===== config.mk =====
export PLATFORM = sky130hd
export DESIGN_NAME = mem_port_arbiter_flat
export DESIGN_NICKNAME = d
export VERILOG_FILES = /design/src/rtl/mem_port_arbiter_pkg.sv /design/src/rtl/mem_port_arbiter_if.sv /design/src/rtl/mem_port_arbiter_load_align.sv /design/src/rtl/mem_port_arbiter.sv /design/src/flat_wrapper.sv
export SDC_FILE = /design/constraint.sdc
export NUM_CORES = 1
export LEC_CHECK = 0
export BUFFER_PORTS_ARGS = -buffer_cell sky130_fd_sc_hd__clkbuf_2
export CAP_MARGIN = 0
export CORE_ASPECT_RATIO = 0.75
export CORE_MARGIN = 4
export CORE_UTILIZATION = 30
export DETAILED_ROUTE_END_ITERATION = 7
export PLACE_DENSITY = 0.68
export SYNTH_ARGS = -nofsm -noshare
export SYNTH_HDL_FRONTEND = slang
export SYNTH_SLANG_ARGS = --single-unit

===== constraint.sdc =====
create_clock -name clk -period 2 [get_ports clk]
set_input_delay 0.3 -clock clk [delete_from_list [all_inputs] [get_ports clk]]
set_output_delay 0.3 -clock clk [all_outputs]
set_load 0.02 [all_outputs]

===== src/rtl/mem_port_arbiter_pkg.sv =====
// Shared memory-port definitions: LdStCtrl codes,
// arbiter states, byte enables and lane helpers.
package mem_defs;

  localparam logic [2:0] LDST_LB  = 3'b000;
  localparam logic [2:0] LDST_LH  = 3'b001;
  localparam logic [2:0] LDST_LW  = 3'b010;
  localparam logic [2:0] LDST_LBU = 3'b011;
  localparam logic [2:0] LDST_LHU = 3'b100;
  localparam logic [2:0] LDST_SB  = 3'b101;
  localparam logic [2:0] LDST_SH  = 3'b110;
  localparam logic [2:0] LDST_SW  = 3'b111;

  typedef enum logic [1:0] {
    IDLE  = 2'd0,
    RD_IF = 2'd1,
    RD_DM = 2'd2
  } arb_state_t;

  localparam logic [3:0] BE_NONE = 4'b0000;
  localparam logic [3:0] BE_ALL  = 4'b1111;
  localparam logic [3:0] BE_B0   = 4'b1000;
  localparam logic [3:0] BE_HI   = 4'b1100;
  localparam logic [3:0] BE_LO   = 4'b0011;

  function automatic logic is_store(
    input logic [2:0] ldst
  );
    return ldst inside {LDST_SB, LDST_SH, LDST_SW};
  endfunction

  function automatic logic misaligned(
    input logic [2:0] ldst,
    input logic [1:0] off
  );
    logic bad;
    bad = 1'b0;
    unique case (1'b1)
      (ldst == LDST_LH),
      (ldst == LDST_LHU),
      (ldst == LDST_SH): bad = off[0];
      (ldst == LDST_LW),
      (ldst == LDST_SW): bad = (off != 2'b00);
      default:           bad = 1'b0;
    endcase
    return bad;
  endfunction

  function automatic logic [3:0] store_be(
    input logic [2:0] ldst,
    input logic [1:0] off
  );
    logic [3:0] be;
    be = BE_ALL;
    unique case (1'b1)
      (ldst == LDST_SB): be = BE_B0 >> off;
      (ldst == LDST_SH): be = off[1] ? BE_LO : BE_HI;
      default:           be = BE_ALL;
    endcase
    return be;
  endfunction

  function automatic logic [31:0] store_data(
    input logic [2:0]  ldst,
    input logic [31:0] wd
  );
    logic [31:0] d;
    d = wd;
    unique case (1'b1)
      (ldst == LDST_SB): d = {4{wd[7:0]}};
      (ldst == LDST_SH): d = {2{wd[15:0]}};
      default:           d = wd;
    endcase
    return d;
  endfunction

endpackage


===== src/rtl/mem_port_arbiter_if.sv =====
// Unified memory port bundle between the arbiter
// (master) and the memory (slave).
interface mem_port_arbiter_if #(
  parameter int ADDR_W = 32
);
  logic              mem_req;
  logic              mem_we;
  logic [ADDR_W-1:0] mem_addr;
  logic [3:0]        mem_be;
  logic [31:0]       mem_wdata;
  logic              mem_ready;
  logic              mem_rvalid;
  logic [31:0]       mem_rdata;

  modport master (
    output mem_req, mem_we, mem_addr,
    output mem_be, mem_wdata,
    input  mem_ready, mem_rvalid, mem_rdata
  );

  modport slave (
    input  mem_req, mem_we, mem_addr,
    input  mem_be, mem_wdata,
    output mem_ready, mem_rvalid, mem_rdata
  );
endinterface


===== src/rtl/mem_port_arbiter_load_align.sv =====
// Load return path: big-endian lane select
// followed by sign or zero extension.
import mem_defs::*;

module load_align (
  input  logic [2:0]  ldst,
  input  logic [1:0]  offset,
  input  logic [31:0] word,
  output logic [31:0] result
);
  logic [7:0]  bsel;
  logic [15:0] hsel;

  // offset 0 is the most significant lane
  always_comb begin
    bsel = 8'(word >> {~offset, 3'b000});
    hsel = offset[1] ? word[15:0] : word[31:16];
    result = word;
    unique case (1'b1)
      (ldst == LDST_LB):  result = {{24{bsel[7]}}, bsel};
      (ldst == LDST_LBU): result = {24'h0, bsel};
      (ldst == LDST_LH):  result = {{16{hsel[15]}}, hsel};
      (ldst == LDST_LHU): result = {16'h0, hsel};
      default:            result = word;
    endcase
  end
endmodule


===== src/rtl/mem_port_arbiter.sv =====
// Fetch/data arbiter for the unified memory port.
// Optional misalign trap: MEM_ALIGN_CHECK_EN.
import mem_defs::*;

module mem_port_arbiter #(
  parameter int ADDR_W     = 32,
  parameter int STARVE_MAX = 4
) (
  input  logic              clk,
  input  logic              rst_n,
  input  logic              if_req,
  input  logic [ADDR_W-1:0] if_addr,
  output logic              if_gnt,
  output logic              if_rvalid,
  output logic [31:0]       if_rdata,
  input  logic              dm_req,
  input  logic [ADDR_W-1:0] dm_addr,
  input  logic [2:0]        dm_ldst,
  input  logic [31:0]       dm_wdata,
  output logic              dm_gnt,
  output logic              dm_rvalid,
  output logic [31:0]       dm_rdata,
  output logic              dm_err,
  mem_port_arbiter_if.master mem
);
  localparam logic [3:0] SMAX = 4'(STARVE_MAX);
  localparam logic [ADDR_W-1:0] AMASK = ~ADDR_W'(3);

  arb_state_t  state, state_n;
  logic [3:0]  starve_cnt, starve_n;
  logic [2:0]  ldst_q;
  logic [1:0]  off_q;
  logic        dm_win, if_win, dm_bad;
  logic        store, issue;
  logic [31:0] ld_res;

  load_align u_align (
    .ldst   (ldst_q),
    .offset (off_q),
    .word   (mem.mem_rdata),
    .result (ld_res)
  );

  // arbitration, issue and return; all quiet in reset
  always_comb begin
    state_n       = state;
    starve_n      = starve_cnt;
    dm_win        = 1'b0;
    if_win        = 1'b0;
    dm_bad        = 1'b0;
    issue         = 1'b0;
    store         = is_store(dm_ldst);
    if_gnt        = 1'b0;
    if_rvalid     = 1'b0;
    if_rdata      = 32'h0;
    dm_gnt        = 1'b0;
    dm_rvalid     = 1'b0;
    dm_rdata      = 32'h0;
    dm_err        = 1'b0;
    mem.mem_req   = 1'b0;
    mem.mem_we    = 1'b0;
    mem.mem_addr  = '0;
    mem.mem_be    = BE_NONE;
    mem.mem_wdata = 32'h0;
    if (rst_n) begin
      unique case (state)
        IDLE: begin
          dm_win = dm_req &&
            !(if_req && starve_cnt == SMAX);
          if_win = !dm_win && if_req;
`ifdef MEM_ALIGN_CHECK_EN
          dm_bad = dm_win &&
            misaligned(dm_ldst, dm_addr[1:0]);
`else
          dm_bad = 1'b0;
`endif
          if (dm_win && !dm_bad) begin
            mem.mem_req  = 1'b1;
            mem.mem_we   = store;
            mem.mem_addr = dm_addr & AMASK;
            if (store) begin
              mem.mem_be =
                store_be(dm_ldst, dm_addr[1:0]);
              mem.mem_wdata =
                store_data(dm_ldst, dm_wdata);
            end else begin
              mem.mem_be = BE_ALL;
            end
          end else if (if_win) begin
            mem.mem_req  = 1'b1;
            mem.mem_addr = if_addr & AMASK;
            mem.mem_be   = BE_ALL;
          end
          issue  = mem.mem_req && mem.mem_ready;
          if_gnt = if_win && issue;
          dm_gnt = dm_win && (issue || dm_bad);
          dm_err = dm_bad;
          if (if_gnt) begin
            starve_n = 4'h0;
            state_n  = RD_IF;
          end else if (dm_gnt) begin
            if (!if_req)
              starve_n = 4'h0;
            else if (starve_cnt != 4'hF)
              starve_n = starve_cnt + 4'h1;
            if (!store && !dm_bad)
              state_n = RD_DM;
          end else if (!if_req) begin
            starve_n = 4'h0;
          end
        end
        RD_IF: begin
          if (!if_req) starve_n = 4'h0;
          if (mem.mem_rvalid) begin
            if_rvalid = 1'b1;
            if_rdata  = mem.mem_rdata;
            state_n   = IDLE;
          end
        end
        RD_DM: begin
          if (!if_req) starve_n = 4'h0;
          if (mem.mem_rvalid) begin
            dm_rvalid = 1'b1;
            dm_rdata  = ld_res;
            state_n   = IDLE;
          end
        end
        default: state_n = IDLE;
      endcase
    end
  end

  // state, starvation count and load context
  always_ff @(posedge clk or negedge rst_n) begin
    if (!rst_n) begin
      state      <= IDLE;
      starve_cnt <= 4'h0;
      ldst_q     <= LDST_LB;
      off_q      <= 2'b00;
    end else begin
      state      <= state_n;
      starve_cnt <= starve_n;
      if (dm_gnt && state_n == RD_DM) begin
        ldst_q <= dm_ldst;
        off_q  <= dm_addr[1:0];
      end
    end
  end
endmodule


===== src/flat_wrapper.sv =====
// flat-port wrapper written by rule: the top's interface ports become plain ports
module mem_port_arbiter_flat 
#(
  parameter int ADDR_W     = 32,
  parameter int STARVE_MAX = 4
)
  (clk, rst_n, if_req, if_addr, if_gnt, if_rvalid, if_rdata, dm_req, dm_addr, dm_ldst, dm_wdata, dm_gnt, dm_rvalid, dm_rdata, dm_err, mem_mem_req, mem_mem_we, mem_mem_addr, mem_mem_be, mem_mem_wdata, mem_mem_ready, mem_mem_rvalid, mem_mem_rdata);
  mem_port_arbiter_if #(.ADDR_W(ADDR_W)) mem_i ();
  input  logic clk;
  input  logic rst_n;
  input  logic if_req;
  input  logic [ADDR_W-1:0] if_addr;
  output logic if_gnt;
  output logic if_rvalid;
  output logic [31:0] if_rdata;
  input  logic dm_req;
  input  logic [ADDR_W-1:0] dm_addr;
  input  logic [2:0] dm_ldst;
  input  logic [31:0] dm_wdata;
  output logic dm_gnt;
  output logic dm_rvalid;
  output logic [31:0] dm_rdata;
  output logic dm_err;
  output wire logic [$bits(mem_i.mem_req)-1:0] mem_mem_req;
  output wire logic [$bits(mem_i.mem_we)-1:0] mem_mem_we;
  output wire logic [$bits(mem_i.mem_addr)-1:0] mem_mem_addr;
  output wire logic [$bits(mem_i.mem_be)-1:0] mem_mem_be;
  output wire logic [$bits(mem_i.mem_wdata)-1:0] mem_mem_wdata;
  input wire logic [$bits(mem_i.mem_ready)-1:0] mem_mem_ready;
  input wire logic [$bits(mem_i.mem_rvalid)-1:0] mem_mem_rvalid;
  input wire logic [$bits(mem_i.mem_rdata)-1:0] mem_mem_rdata;
  assign mem_mem_req = mem_i.mem_req;
  assign mem_mem_we = mem_i.mem_we;
  assign mem_mem_addr = mem_i.mem_addr;
  assign mem_mem_be = mem_i.mem_be;
  assign mem_mem_wdata = mem_i.mem_wdata;
  assign mem_i.mem_ready = mem_mem_ready;
  assign mem_i.mem_rvalid = mem_mem_rvalid;
  assign mem_i.mem_rdata = mem_mem_rdata;
  mem_port_arbiter #(.ADDR_W(ADDR_W), .STARVE_MAX(STARVE_MAX)) u_core (.clk(clk), .rst_n(rst_n), .if_req(if_req), .if_addr(if_addr), .if_gnt(if_gnt), .if_rvalid(if_rvalid), .if_rdata(if_rdata), .dm_req(dm_req), .dm_addr(dm_addr), .dm_ldst(dm_ldst), .dm_wdata(dm_wdata), .dm_gnt(dm_gnt), .dm_rvalid(dm_rvalid), .dm_rdata(dm_rdata), .dm_err(dm_err), .mem(mem_i));
endmodule

==> flow_summary.toml <==
[run_status]
outcome = "finished, violations left"
violations = "setup timing"

[logic_synthesis]
ys_ff_latch = 11
count_of_warnings_emitted_by_yosys = 0
synth_enable_flop_cells = 0
cell_area_after_synthesis_sq_mm = 0.00296
synth_top_family_by_area = "simple AND/OR/NAND/NOR gates"
yosysSeqAreaShare = 0.0930
synthMostInstantiatedCell = "sky130_fd_sc_hd__nor2_1"
synth.lib_cells_used.distinct = 56
post_synth_fa_ha_maj_area_fraction = 0.0254
synth_top_area_share = 0.0989
synth_largest_area_cell = "sky130_fd_sc_hd__nor2_1"
synth_simple_gate_area_share = 0.414
synth-xor-area-share = 0.00296
synth_top_cells_by_count = "sky130_fd_sc_hd__nor2_1 (78), sky130_fd_sc_hd__nand2_1 (53), sky130_fd_sc_hd__a21oi_1 (48), sky130_fd_sc_hd__and2_1 (43), sky130_fd_sc_hd__nand3_1 (33)"
post_synth_mux_area_share = 0.0888
dominantRegCellSynth = "sky130_fd_sc_hd__dfrtp_1"
synth_compound_area_frac = 0.287
synth.area.top_cells = "sky130_fd_sc_hd__nor2_1 (9.9%), sky130_fd_sc_hd__dfrtp_1 (9.3%), sky130_fd_sc_hd__and2_1 (9.1%)"
synthesis.instances = 480
ys_async_sr_fraction = 1.00
syn_avg_cell_area_sq_um = 6.16

[sta]
worst_slew_margin_rel = 0.653
transition_at_the_pin_with_the_smallest_max_transition_slack_ps = 519
final.min_clock_period_ps = 2290
period_share = 1.15
slew_violations = 0
clock.fmax_mhz = 436
final_setup_violation_count = 95
hold_viol_final = 0
final_critical_path_setup_slack_ps = -294
grt_setup_unrepaired = "yes"
worst_clock_skew_ps = 5.38
fin_tns_setup_ps = -17670

[final_layout]
layout-drive-gt1-share = 0.599
final_net_count = 932
postLayoutCoreUtil = 0.660
layout.area.seq_sq_um = 280
area_growth_syn_to_layout_pct = 115
multi_input_area_sq_mm = 0.00307
insertedDiodeCount = 0
nFillCells = 779

[floorplanning]
placementRows = 31
die_ar_sq_mm = 0.0115
pin_count = 276
dieWidth_um = 123
die-height_um = 94.0
core_region_area_sq_mm = 0.00966
effective_utilization_at_floorplan = 0.306

[power]
vdd_ir_drop_max_uv = 593
power.density_cell_area_mw_per_mm2 = 878
static-leakage-power_nw = 3.05
finalPower_mw = 5.59

[run]
cap_violations = 0

[route]
drt-initial-drc-count = 260
antenna_violating_nets_post_route = 0
detailedRoute.firstPassIterationCount = 5
post_drt_wl_per_cell_um = 16.1
avgViaCountPerCell = 5.19
number_of_vias_in_the_routed_layout = 4779
sum_of_routed_wire_length_over_all_layers_um = 14800
drt_drc_violations_left = 0

[worst_setup_path]
timing.critical_path.arrival_ps = 1990
critical_path.startpoint_type = "register"
critPathMaxFanout = 7
timing_worst_setup_path_type = "reg -> out"
timing.critical_path.required_ps = 1700
timing.critical_path.to_type = "primary output"

[clock_tree]
clk_pin_slew_worst_paths_ps = 40
clkSinkCount = 11
cts_max_level = 1
tritoncts = "built"
cts_made_buffers = 3
ctsRootBufferMaster = "sky130_fd_sc_hd__clkbuf_16"
ctsLongestPathBuffers = 2
worstSkewPairLatency_ps = 240

[placement]
portBuffers = 270
placer_congestion = 0.823
post-place-ws_ps = -195
hpwl_um = 10800

[grt]
grt_remaining_overflow = 0
global_route_wire_length_before_repair_um = 21300
number_of_global_route_vias_before_repair = 4429
antenna_found_initial = 0
grt_overall_usage = 0.223
grt_start_max_net_pins = 40

[worst_hold_path]
worstHoldPathType = "in -> async"
-- placed cells by master (no fill, tap or decap), types with 8 or more instances in the layout --
cell type,Yosys,final
sky130_fd_sc_hd__a31oi_1,8,8
sky130_fd_sc_hd__nand3_1,33,33
sky130_fd_sc_hd__a21oi_2,1,22
sky130_fd_sc_hd__o221a_4,0,8
sky130_fd_sc_hd__o21ai_0,26,18
sky130_fd_sc_hd__nand2_1,53,51
sky130_fd_sc_hd__buf_12,0,11
sky130_fd_sc_hd__and2_1,43,34
sky130_fd_sc_hd__clkbuf_2,0,181
sky130_fd_sc_hd__nor2_4,0,8
sky130_fd_sc_hd__buf_2,9,8
sky130_fd_sc_hd__buf_6,3,23
sky130_fd_sc_hd__nor2_1,78,66
sky130_fd_sc_hd__a21oi_1,48,19
sky130_fd_sc_hd__buf_8,0,25
sky130_fd_sc_hd__mux2i_1,17,13
sky130_fd_sc_hd__nand2b_1,16,15
sky130_fd_sc_hd__inv_1,11,9
sky130_fd_sc_hd__and2_4,0,9
sky130_fd_sc_hd__a21oi_4,0,8
sky130_fd_sc_hd__buf_4,4,81
sky130_fd_sc_hd__o22ai_1,8,8
-- sequential cells by signal (all words and copies together), names as in the netlist --
signal,count
u_core.starve_cnt,4
u_core.ldst_q,3
u_core.off_q,2
u_core.state,2
-- logic make-up after synthesis --
group / Yosys count
muxes: 24
buffers and inverters: 56
xor gates and xnor gates: 1
AOI/OAI and AO/OA: 129
other: 1
DFF: 11
and+or+nand+nor: 252
adders and majority gates: 6
-- worst max-delay path, cell delays in order (launching register included) --
cell and delay [ps]:
sky130_fd_sc_hd__dfrtp_1 360, sky130_fd_sc_hd__inv_2 60, sky130_fd_sc_hd__ha_4 160, sky130_fd_sc_hd__nand4b_4 100
sky130_fd_sc_hd__nand2_4 50, sky130_fd_sc_hd__or3_4 470, sky130_fd_sc_hd__buf_12 180, sky130_fd_sc_hd__a211oi_2 180
sky130_fd_sc_hd__buf_4 180
-- layer usage --
layer	GRT usage	wire, um
met1	0.275	5830
met2	0.406	7540
met3	0.0355	1180
met4	0.0494	284
met5	0	0
-- worst paths after layout --
path / startpoint / to / slack, ps / cells past startpoint
worst max register to register: u_core.state[0] / u_core.off_q[1] / 90 / 7
worst max-delay path: u_core.starve_cnt[1] / mem_mem_wdata[24] / -290 / 8
max in group asynchronous: rst_n / u_core.ldst_q[2] / 1640 / 3
min in group clk: dm_addr[0] / u_core.off_q[0] / 360 / 2
worst min-delay path: rst_n / u_core.starve_cnt[0] / 20 / 2
worst min register to register: u_core.starve_cnt[0] / u_core.starve_cnt[0] / 570 / 2
-- report_power, final --
part	internal (mW)	leakage, nW	total, mW	switching, mW
Combinational	2.24	2.87	4.76	2.53
Clock	0.267	0.0382	0.363	0.0955
Sequential	0.312	0.137	0.465	0.153
-- through the flow --
step           hold slack, ps  instance area, sq um  std cells
2_1_floorplan            4.41                  3150        482
3_3_place_gp              261                  4880        891
3_5_place_dp              269                  4880        891
6_report                 16.9                  6370        920
4_1_cts                  22.0                  5780        907
5_1_grt                  38.4                  6370        920
-- cell type report --
type                    instances  area share
repair buffers                346       0.426
multi-input cells             415       0.482
well taps                     132      0.0259
inverters                      12     0.00904
clock buffers                   4      0.0124
flip-flops and latches         11      0.0440
-- timing repair --
action	4_1_cts	5_1_grt
cloned	5	3
pin swaps	17	30
setup buffers	7	13
endpoints found under the setup margin	103	105
gates resized for setup	149	199
hold buffers	0	0
No activity file was read; power rests on OpenSTA's default activity.
